[config.mk]
export PLATFORM = sky130hd
export DESIGN_NAME = cpu_io_port
export DESIGN_NICKNAME = d
export VERILOG_FILES = /design/src/rtl/cpu_io_pkg.sv /design/src/rtl/hex_to_7seg.sv /design/src/rtl/cpu_io_port.sv
export SDC_FILE = /design/constraint.sdc
export NUM_CORES = 1
export LEC_CHECK = 0
export ABC_AREA = 1
export CAP_MARGIN = 25
export CORE_MARGIN = 4
export CORE_UTILIZATION = 48
export CTS_CLUSTER_DIAMETER = 50
export DETAILED_ROUTE_END_ITERATION = 8
export HOLD_SLACK_MARGIN = 0.06
export PLACE_DENSITY_LB_ADDON = 0.12
export RECOVER_POWER = 100
export SLEW_MARGIN = 20
export SYNTH_ARGS = -nofsm -noshare
export SYNTH_HDL_FRONTEND = slang
export SYNTH_SLANG_ARGS = --single-unit
[constraint.sdc]
create_clock -name clock -period 3.1 [get_ports clock]
set_clock_uncertainty 0.15 [all_clocks]
set_input_delay 0.775 -clock clock [delete_from_list [all_inputs] [get_ports clock]]
set_output_delay 0.775 -clock clock [all_outputs]
set_load 0.02 [all_outputs]
[src/rtl/cpu_io_pkg.sv]
// Shared constants for the CPU memory-mapped I/O port: register offsets,
// segment type and the active-low hex segment table (bit6=g .. bit0=a).
package cpu_io_pkg;

  typedef logic [6:0] seg_t;

  localparam int unsigned OFF_SW     = 0;
  localparam int unsigned OFF_STATUS = 1;
  localparam int unsigned OFF_CTRL   = 2;
  localparam int unsigned OFF_DIG0   = 3;

  localparam seg_t SEG_BLANK = 7'h7F;

  function automatic seg_t hex_seg(input logic [3:0] nib);
    case (nib)
      4'h0:    hex_seg = 7'h40;
      4'h1:    hex_seg = 7'h79;
      4'h2:    hex_seg = 7'h24;
      4'h3:    hex_seg = 7'h30;
      4'h4:    hex_seg = 7'h19;
      4'h5:    hex_seg = 7'h12;
      4'h6:    hex_seg = 7'h02;
      4'h7:    hex_seg = 7'h78;
      4'h8:    hex_seg = 7'h00;
      4'h9:    hex_seg = 7'h10;
      4'hA:    hex_seg = 7'h08;
      4'hB:    hex_seg = 7'h03;
      4'hC:    hex_seg = 7'h46;
      4'hD:    hex_seg = 7'h21;
      4'hE:    hex_seg = 7'h06;
      4'hF:    hex_seg = 7'h0E;
      default: hex_seg = SEG_BLANK;
    endcase
  endfunction

endpackage

[src/rtl/hex_to_7seg.sv]
// Combinational nibble to active-low 7-segment decoder.
module hex_to_7seg
  import cpu_io_pkg::*;
(
  input  logic [3:0] nibble,
  output seg_t       seg
);

  always_comb begin
    seg = hex_seg(nibble);
  end

endmodule

[src/rtl/cpu_io_port.sv]
// Memory-mapped switch/display port: synchronised switches with change flag,
// control register and N_DISP digit registers driving registered 7-segment outputs.
module cpu_io_port
  import cpu_io_pkg::*;
#(
  parameter int unsigned          WORD_W      = 8,
  parameter int unsigned          ADDR_W      = 5,
  parameter int unsigned          N_DISP      = 4,
  parameter logic [ADDR_W-1:0]    IO_BASE     = 5'h18,
  parameter int unsigned          SYNC_STAGES = 2
) (
  input  logic                    clock,
  input  logic                    n_reset,
  input  logic [ADDR_W-1:0]       addr,
  input  logic [WORD_W-1:0]       wdata,
  input  logic                    wr_en,
  input  logic                    rd_en,
  output logic [WORD_W-1:0]       rdata,
  output logic                    rd_valid,
  input  logic [WORD_W-1:0]       sw,
  output logic                    sw_chg,
  output seg_t [N_DISP-1:0]       disp
);

  localparam int unsigned WIN  = N_DISP + 3;
  localparam int unsigned LAST = SYNC_STAGES - 1;

  logic [ADDR_W-1:0]                   off_s;
  logic                                in_win_s, wr_hit_s, rd_hit_s, chg_set_s;
  logic [SYNC_STAGES-1:0][WORD_W-1:0]  sync_q, sync_d;
  logic [WORD_W-1:0]                   prev_q, prev_d;
  logic                                chg_q, chg_d;
  logic                                ctrl_q, ctrl_d;
  logic [N_DISP-1:0][6:0]              dig_raw_q, dig_raw_d;
  logic [N_DISP-1:0]                   dig_blank_q, dig_blank_d;
  seg_t                                hex_s [N_DISP];
  seg_t [N_DISP-1:0]                   disp_q, disp_d;
  logic [WORD_W-1:0]                   dig_word_s [N_DISP];
  logic [WORD_W-1:0]                   rd_mux_s, rdata_q, rdata_d;
  logic                                rd_valid_q, rd_valid_d;

  // Address window decode; a simultaneous write suppresses the read
  always_comb begin
    off_s    = addr - IO_BASE;
    in_win_s = (addr >= IO_BASE) && (off_s < ADDR_W'(WIN));
    wr_hit_s = wr_en && in_win_s;
    rd_hit_s = rd_en && !wr_en && in_win_s;
  end

  // Switch synchroniser and change flag; a new change beats a clearing STATUS read
  always_comb begin
    sync_d[0] = sw;
    for (int i = 1; i < SYNC_STAGES; i++) begin
      sync_d[i] = sync_q[i-1];
    end
    prev_d    = sync_q[LAST];
    chg_set_s = (sync_q[LAST] != prev_q);
    if (chg_set_s) begin
      chg_d = 1'b1;
    end else if (rd_hit_s && (off_s == ADDR_W'(OFF_STATUS))) begin
      chg_d = 1'b0;
    end else begin
      chg_d = chg_q;
    end
  end

  // Register writes; only bit 0 of CTRL and bits [6:0] plus the top bit of DIGk are kept
  always_comb begin
    ctrl_d = (wr_hit_s && (off_s == ADDR_W'(OFF_CTRL))) ? wdata[0] : ctrl_q;
    for (int k = 0; k < N_DISP; k++) begin
      dig_raw_d[k]   = (wr_hit_s && (off_s == ADDR_W'(OFF_DIG0 + k))) ? wdata[6:0] : dig_raw_q[k];
      dig_blank_d[k] = (wr_hit_s && (off_s == ADDR_W'(OFF_DIG0 + k))) ? wdata[WORD_W-1]
                                                                       : dig_blank_q[k];
    end
  end

  for (genvar k = 0; k < N_DISP; k++) begin : g_dig
    hex_to_7seg u_hex (
      .nibble (dig_raw_d[k][3:0]),
      .seg    (hex_s[k])
    );
  end

  // Display is built from next-state registers so it lands on the write edge
  always_comb begin
    for (int k = 0; k < N_DISP; k++) begin
      if (ctrl_d) begin
        disp_d[k] = dig_blank_d[k] ? SEG_BLANK : hex_s[k];
      end else begin
        disp_d[k] = dig_raw_d[k];
      end
    end
  end

  // Read mux; rdata holds its last value between reads
  always_comb begin
    if (off_s == ADDR_W'(OFF_SW)) begin
      rd_mux_s = sync_q[LAST];
    end else if (off_s == ADDR_W'(OFF_STATUS)) begin
      rd_mux_s = {{(WORD_W-1){1'b0}}, chg_q};
    end else if (off_s == ADDR_W'(OFF_CTRL)) begin
      rd_mux_s = {{(WORD_W-1){1'b0}}, ctrl_q};
    end else begin
      rd_mux_s = '0;
    end
    for (int k = 0; k < N_DISP; k++) begin
      dig_word_s[k]           = '0;
      dig_word_s[k][6:0]      = dig_raw_q[k];
      dig_word_s[k][WORD_W-1] = dig_blank_q[k];
      rd_mux_s = (off_s == ADDR_W'(OFF_DIG0 + k)) ? dig_word_s[k] : rd_mux_s;
    end
    rdata_d    = rd_hit_s ? rd_mux_s : rdata_q;
    rd_valid_d = rd_hit_s;
  end

  // State registers
  always_ff @(posedge clock or negedge n_reset) begin
    if (!n_reset) begin
      sync_q      <= '0;
      prev_q      <= '0;
      chg_q       <= 1'b0;
      ctrl_q      <= 1'b1;
      dig_raw_q   <= '0;
      dig_blank_q <= '1;
      disp_q      <= {N_DISP{SEG_BLANK}};
      rdata_q     <= '0;
      rd_valid_q  <= 1'b0;
    end else begin
      sync_q      <= sync_d;
      prev_q      <= prev_d;
      chg_q       <= chg_d;
      ctrl_q      <= ctrl_d;
      dig_raw_q   <= dig_raw_d;
      dig_blank_q <= dig_blank_d;
      disp_q      <= disp_d;
      rdata_q     <= rdata_d;
      rd_valid_q  <= rd_valid_d;
    end
  end

  assign rdata    = rdata_q;
  assign rd_valid = rd_valid_q;
  assign sw_chg   = chg_q;
  assign disp     = disp_q;

endmodule

==> qor.log <==
INFO  placed_design  dpl.hpwl=10.2mm
INFO  floorplan      design.die.area=0.0122sqmm
INFO  logic_synthesis postSynthRegisterBits=95
INFO  drt            detailedRoute.firstIterationViolations=288
INFO  cts            ctsHoldBuffers=0
INFO  cts            cts-htree-levels=3
INFO  global_route   globalRoute.totalOverflow=0
INFO  drt            wirelength_met1=6.15mm
INFO  drt            post_drt_via_cell_ratio=4.98
INFO  logic_synthesis syn-cell-area=0.00506sqmm
INFO  logic_synthesis synth-main-ff-cell=sky130_fd_sc_hd__dfrtp_1
INFO  min_path       hp-class=register to register
INFO  cts            cts_max_path_buffers=2
INFO  drt            vias=4,466
INFO  drt            top_layer=met4
INFO  finish         layout.nets=807
INFO  floorplan      width_of_the_die=111um
INFO  logic_synthesis synth.avg_cell_area=8.40squm
INFO  floorplan      floorplan.initialDensity=0.492
INFO  logic_synthesis yosysWarnings=0
INFO  global_route   grt_max_degree=56
INFO  drt            ant_nets=0
INFO  logic_synthesis synth_cell_types=33
INFO  finish         drive_above_1_share=0.260
INFO  logic_synthesis syn_nets=653
INFO  global_route   antenna_violations_before_repair=0
INFO  sta            timing.fmax=339MHz
INFO  logic_synthesis synth.largest_area_cell=sky130_fd_sc_hd__dfrtp_1
INFO  power          peakVddDrop=0.000302V
INFO  setup_path     path_class=input pin to register
INFO  setup_path     rr_worst_depth=9
INFO  global_route   grt_first_pass_wirelength=22.2mm
INFO  setup_path     crit_required=3.25ns
INFO  global_route   vias_in_the_first_global_route=4,473
INFO  logic_synthesis synth_sequential_area_ratio=0.478
INFO  finish         insertedDiodeCount=0
INFO  sta            layout_worst_path_cycle_share=0.953
INFO  floorplan      die_h=111um
INFO  sta            finalSetupViolCount=0
INFO  global_route   grtUsageTotal=0.226
INFO  drt            wirelength=13.3mm
INFO  min_path       worstHoldEndpoint=prev_d[1]$_DFF_PN0_
INFO  sta            layout_setup_ws=0.147ns
INFO  run_status     run_status=finished with violations
INFO  floorplan      placeableCoreArea=0.0103sqmm
INFO  cts            clock_tree_from_tritoncts=done
INFO  power          powerDensity=391mW/mm^2
INFO  cts            clk_root_buffer_cell=sky130_fd_sc_hd__clkbuf_8
INFO  sta            max_slew.worst_pin.slew=2.21ns
INFO  logic_synthesis synth_commonest_cells=sky130_fd_sc_hd__nand2_1, sky130_fd_sc_hd__nand3_1, sky130_fd_sc_hd__inv_1
INFO  setup_path     worst_r2r_endpoint=disp[22]$_DFF_PN1_
INFO  cts            tritoncts.num_buffers=9
INFO  min_path       holdCritStartpoint=sync_d[9]$_DFF_PN0_
INFO  min_path       hold_path_depth=0
INFO  drt            wl_met2=6.29mm
INFO  logic_synthesis synthCells=602
INFO  job            max_cap_viol_count=1
INFO  logic_synthesis synth_top_area_share=0.307
INFO  drt            met3RoutedLength=676um
INFO  sta            final.setup.tns=0ns
INFO  placed_design  dpl_worst_slack=-0.341ns
INFO  setup_path     timing.critical_path.from_type=input pin
INFO  logic_synthesis synth_edf_count=0
INFO  floorplan      rows=37
INFO  setup_path     arrival=3.11ns
INFO  finish         layout-area-overhead-vs-synth=33.3%
INFO  cts            insertion_delay=0.37ns
INFO  sta            period_minus_slack=2.95ns
INFO  power          report.power.total=2.63mW
INFO  setup_path     critical_path.max_fanout=5
INFO  drt            detail_route.drc_violations=0
INFO  drt            router_iterations_before_antenna_repair=5
INFO  setup_path     r2r_setup_slack=1.45ns
INFO  placed_design  place_congestion=0.885
INFO  floorplan      io_pins=63
INFO  placed_design  port-buffer-count=62
INFO  logic_synthesis synth_most_common_cell=sky130_fd_sc_hd__nand2_1
INFO  sta            slew_headroom=-0.476
INFO  setup_path     critical_path.reg2reg.startpoint=dig_raw_q[22]$_DFF_PN0_
INFO  sta            final-hold-violation-count=0
INFO  sta            hold-worst-slack=0.204ns
INFO  logic_synthesis main_area_contributors_after_synthesis=sky130_fd_sc_hd__dfrtp_1, sky130_fd_sc_hd__dfstp_2, sky130_fd_sc_hd__nand2_1
INFO  cts            clock_sinks=95
INFO  power          power.static_leakage=3.31nW
INFO  sta            timing_max_transition_violations_final=41
INFO  logic_synthesis postSynth.asyncResetShare=1.00
INFO  cts            clock_pin_slew_on_the_worst_setup_and_hold_paths=0.09ns
INFO  placed_design  placed_area=0.00648sqmm
INFO  finish         final_cell_area=0.00674sqmm
INFO  sta            grt_setup_unrepaired=yes
INFO  finish         layout.filler_cells=891
INFO  run_status     failed_checks=capacitance limit, slew limit
INFO  drt            route.detailed.wl_per_inst=14.8um
INFO  setup_path     critical_path.endpoint_type=register
-- through the flow --
stage,std cells,utilization
after global routing,897,0.656
final,897,0.656
after detailed placement,880,0.630
after floorplan,602,-
after global placement,880,0.630
after CTS,896,0.649
-- cell type report --
class                      count  area [sq um]  area share
sequential                    95          2420       0.359
multi-input combinational    422          2350       0.349
timing repair buffer         153          1320       0.196
inverter                      75           284      0.0421
tap                          136           170      0.0253
clock buffer                  10           128      0.0189
clock inverter                 6          68.8      0.0102
-- report_power, final --
part           internal, mW  total, mW  switching, mW  leakage, nW
Combinational         0.194      0.450          0.257         2.15
Sequential             1.33       1.36         0.0286         1.07
Clock                 0.379      0.827          0.448       0.0973
-- placed cells by master (no fill, tap or decap), types with 4 or more instances in the layout --
cell type,instances
sky130_fd_sc_hd__nand4_1,6
sky130_fd_sc_hd__o21ai_0,29
sky130_fd_sc_hd__dlygate4sd3_1,17
sky130_fd_sc_hd__dfrtp_1,62
sky130_fd_sc_hd__nand2_2,10
sky130_fd_sc_hd__o21ai_2,7
sky130_fd_sc_hd__buf_4,88
sky130_fd_sc_hd__ha_1,24
sky130_fd_sc_hd__a21oi_1,27
sky130_fd_sc_hd__nor2_1,60
sky130_fd_sc_hd__nand2_1,143
sky130_fd_sc_hd__xnor2_1,8
sky130_fd_sc_hd__clkbuf_8,9
sky130_fd_sc_hd__nand3_4,4
sky130_fd_sc_hd__o21ai_1,8
sky130_fd_sc_hd__inv_2,16
sky130_fd_sc_hd__inv_1,58
sky130_fd_sc_hd__nand3_1,68
sky130_fd_sc_hd__nand2_4,4
sky130_fd_sc_hd__clkdlybuf4s50_1,44
sky130_fd_sc_hd__dfstp_2,33
-- routing by layer --
layer,vias to the layer above,GRT usage
li1,2244,-
met2,114,0.362
met5,-,0
met4,0,0.0567
met3,11,0.0581
met1,2097,0.307
-- sequential cells by signal, indices dropped and copies added, names as in the netlist --
signal and count:
ctrl_q 1, dig_blank_q 4, dig_raw_q 28, disp 28
prev_d 8, prev_q 8, rd_valid 1, rdata 8
sw_chg 1, sync_d 8
-- worst max-delay path: stages --
cell and delay (ns):
sky130_fd_sc_hd__clkdlybuf4s50_1 0.43, sky130_fd_sc_hd__ha_1 0.33, sky130_fd_sc_hd__inv_2 0.09, sky130_fd_sc_hd__nand3_4 0.10, sky130_fd_sc_hd__buf_4 0.18, sky130_fd_sc_hd__nor2_8 0.09
sky130_fd_sc_hd__nand4_4 0.17, sky130_fd_sc_hd__nand2_2 0.15, sky130_fd_sc_hd__o21ai_4 0.08, sky130_fd_sc_hd__ha_1 0.29, sky130_fd_sc_hd__nand3_1 0.10, sky130_fd_sc_hd__nor2_1 0.13
sky130_fd_sc_hd__nor2_1 0.06, sky130_fd_sc_hd__a21oi_1 0.13
-- how the worst max path moves through the flow --
| stage | startpoint | to | slack (ns) | depth (start not counted) |
|---|---|---|---|---|
| 5_1_grt | addr[4] | disp[7]$_DFF_PN1_ | -0.05 | 17 |
| 2_1_floorplan | addr[3] | disp[21]$_DFF_PN1_ | 0.03 | 15 |
| 4_1_cts | addr[3] | disp[10]$_DFF_PN1_ | 0.06 | 14 |
| 3_5_place_dp | addr[3] | disp[10]$_DFF_PN1_ | -0.34 | 14 |
| 3_3_place_gp | addr[3] | disp[10]$_DFF_PN1_ | -0.33 | 14 |
| 6_report | addr[4] | disp[8]$_DFF_PN1_ | 0.15 | 14 |
-- timing repair --
item	in CTS	in global routing
setup buffers	0	1
endpoints found under the setup margin	0	27
endpoints found under the hold margin	0	0
gates resized for setup	0	19
-- cell families (layout without fill, tap and decap cells) --
group | count (synthesis) | after routing | share of synthesized area
flip-flops | 95 | 95 | 0.478
AND/OR/NAND/NOR | 308 | 308 | 0.284
buffers and inverters | 85 | 244 | 0.0693
AO/OA/AOI/OAI | 80 | 80 | 0.0898
XOR/XNOR | 8 | 8 | 0.0139
adder cells (fa/ha/maj) | 26 | 26 | 0.0643
Power figures use the tool's default switching activity.
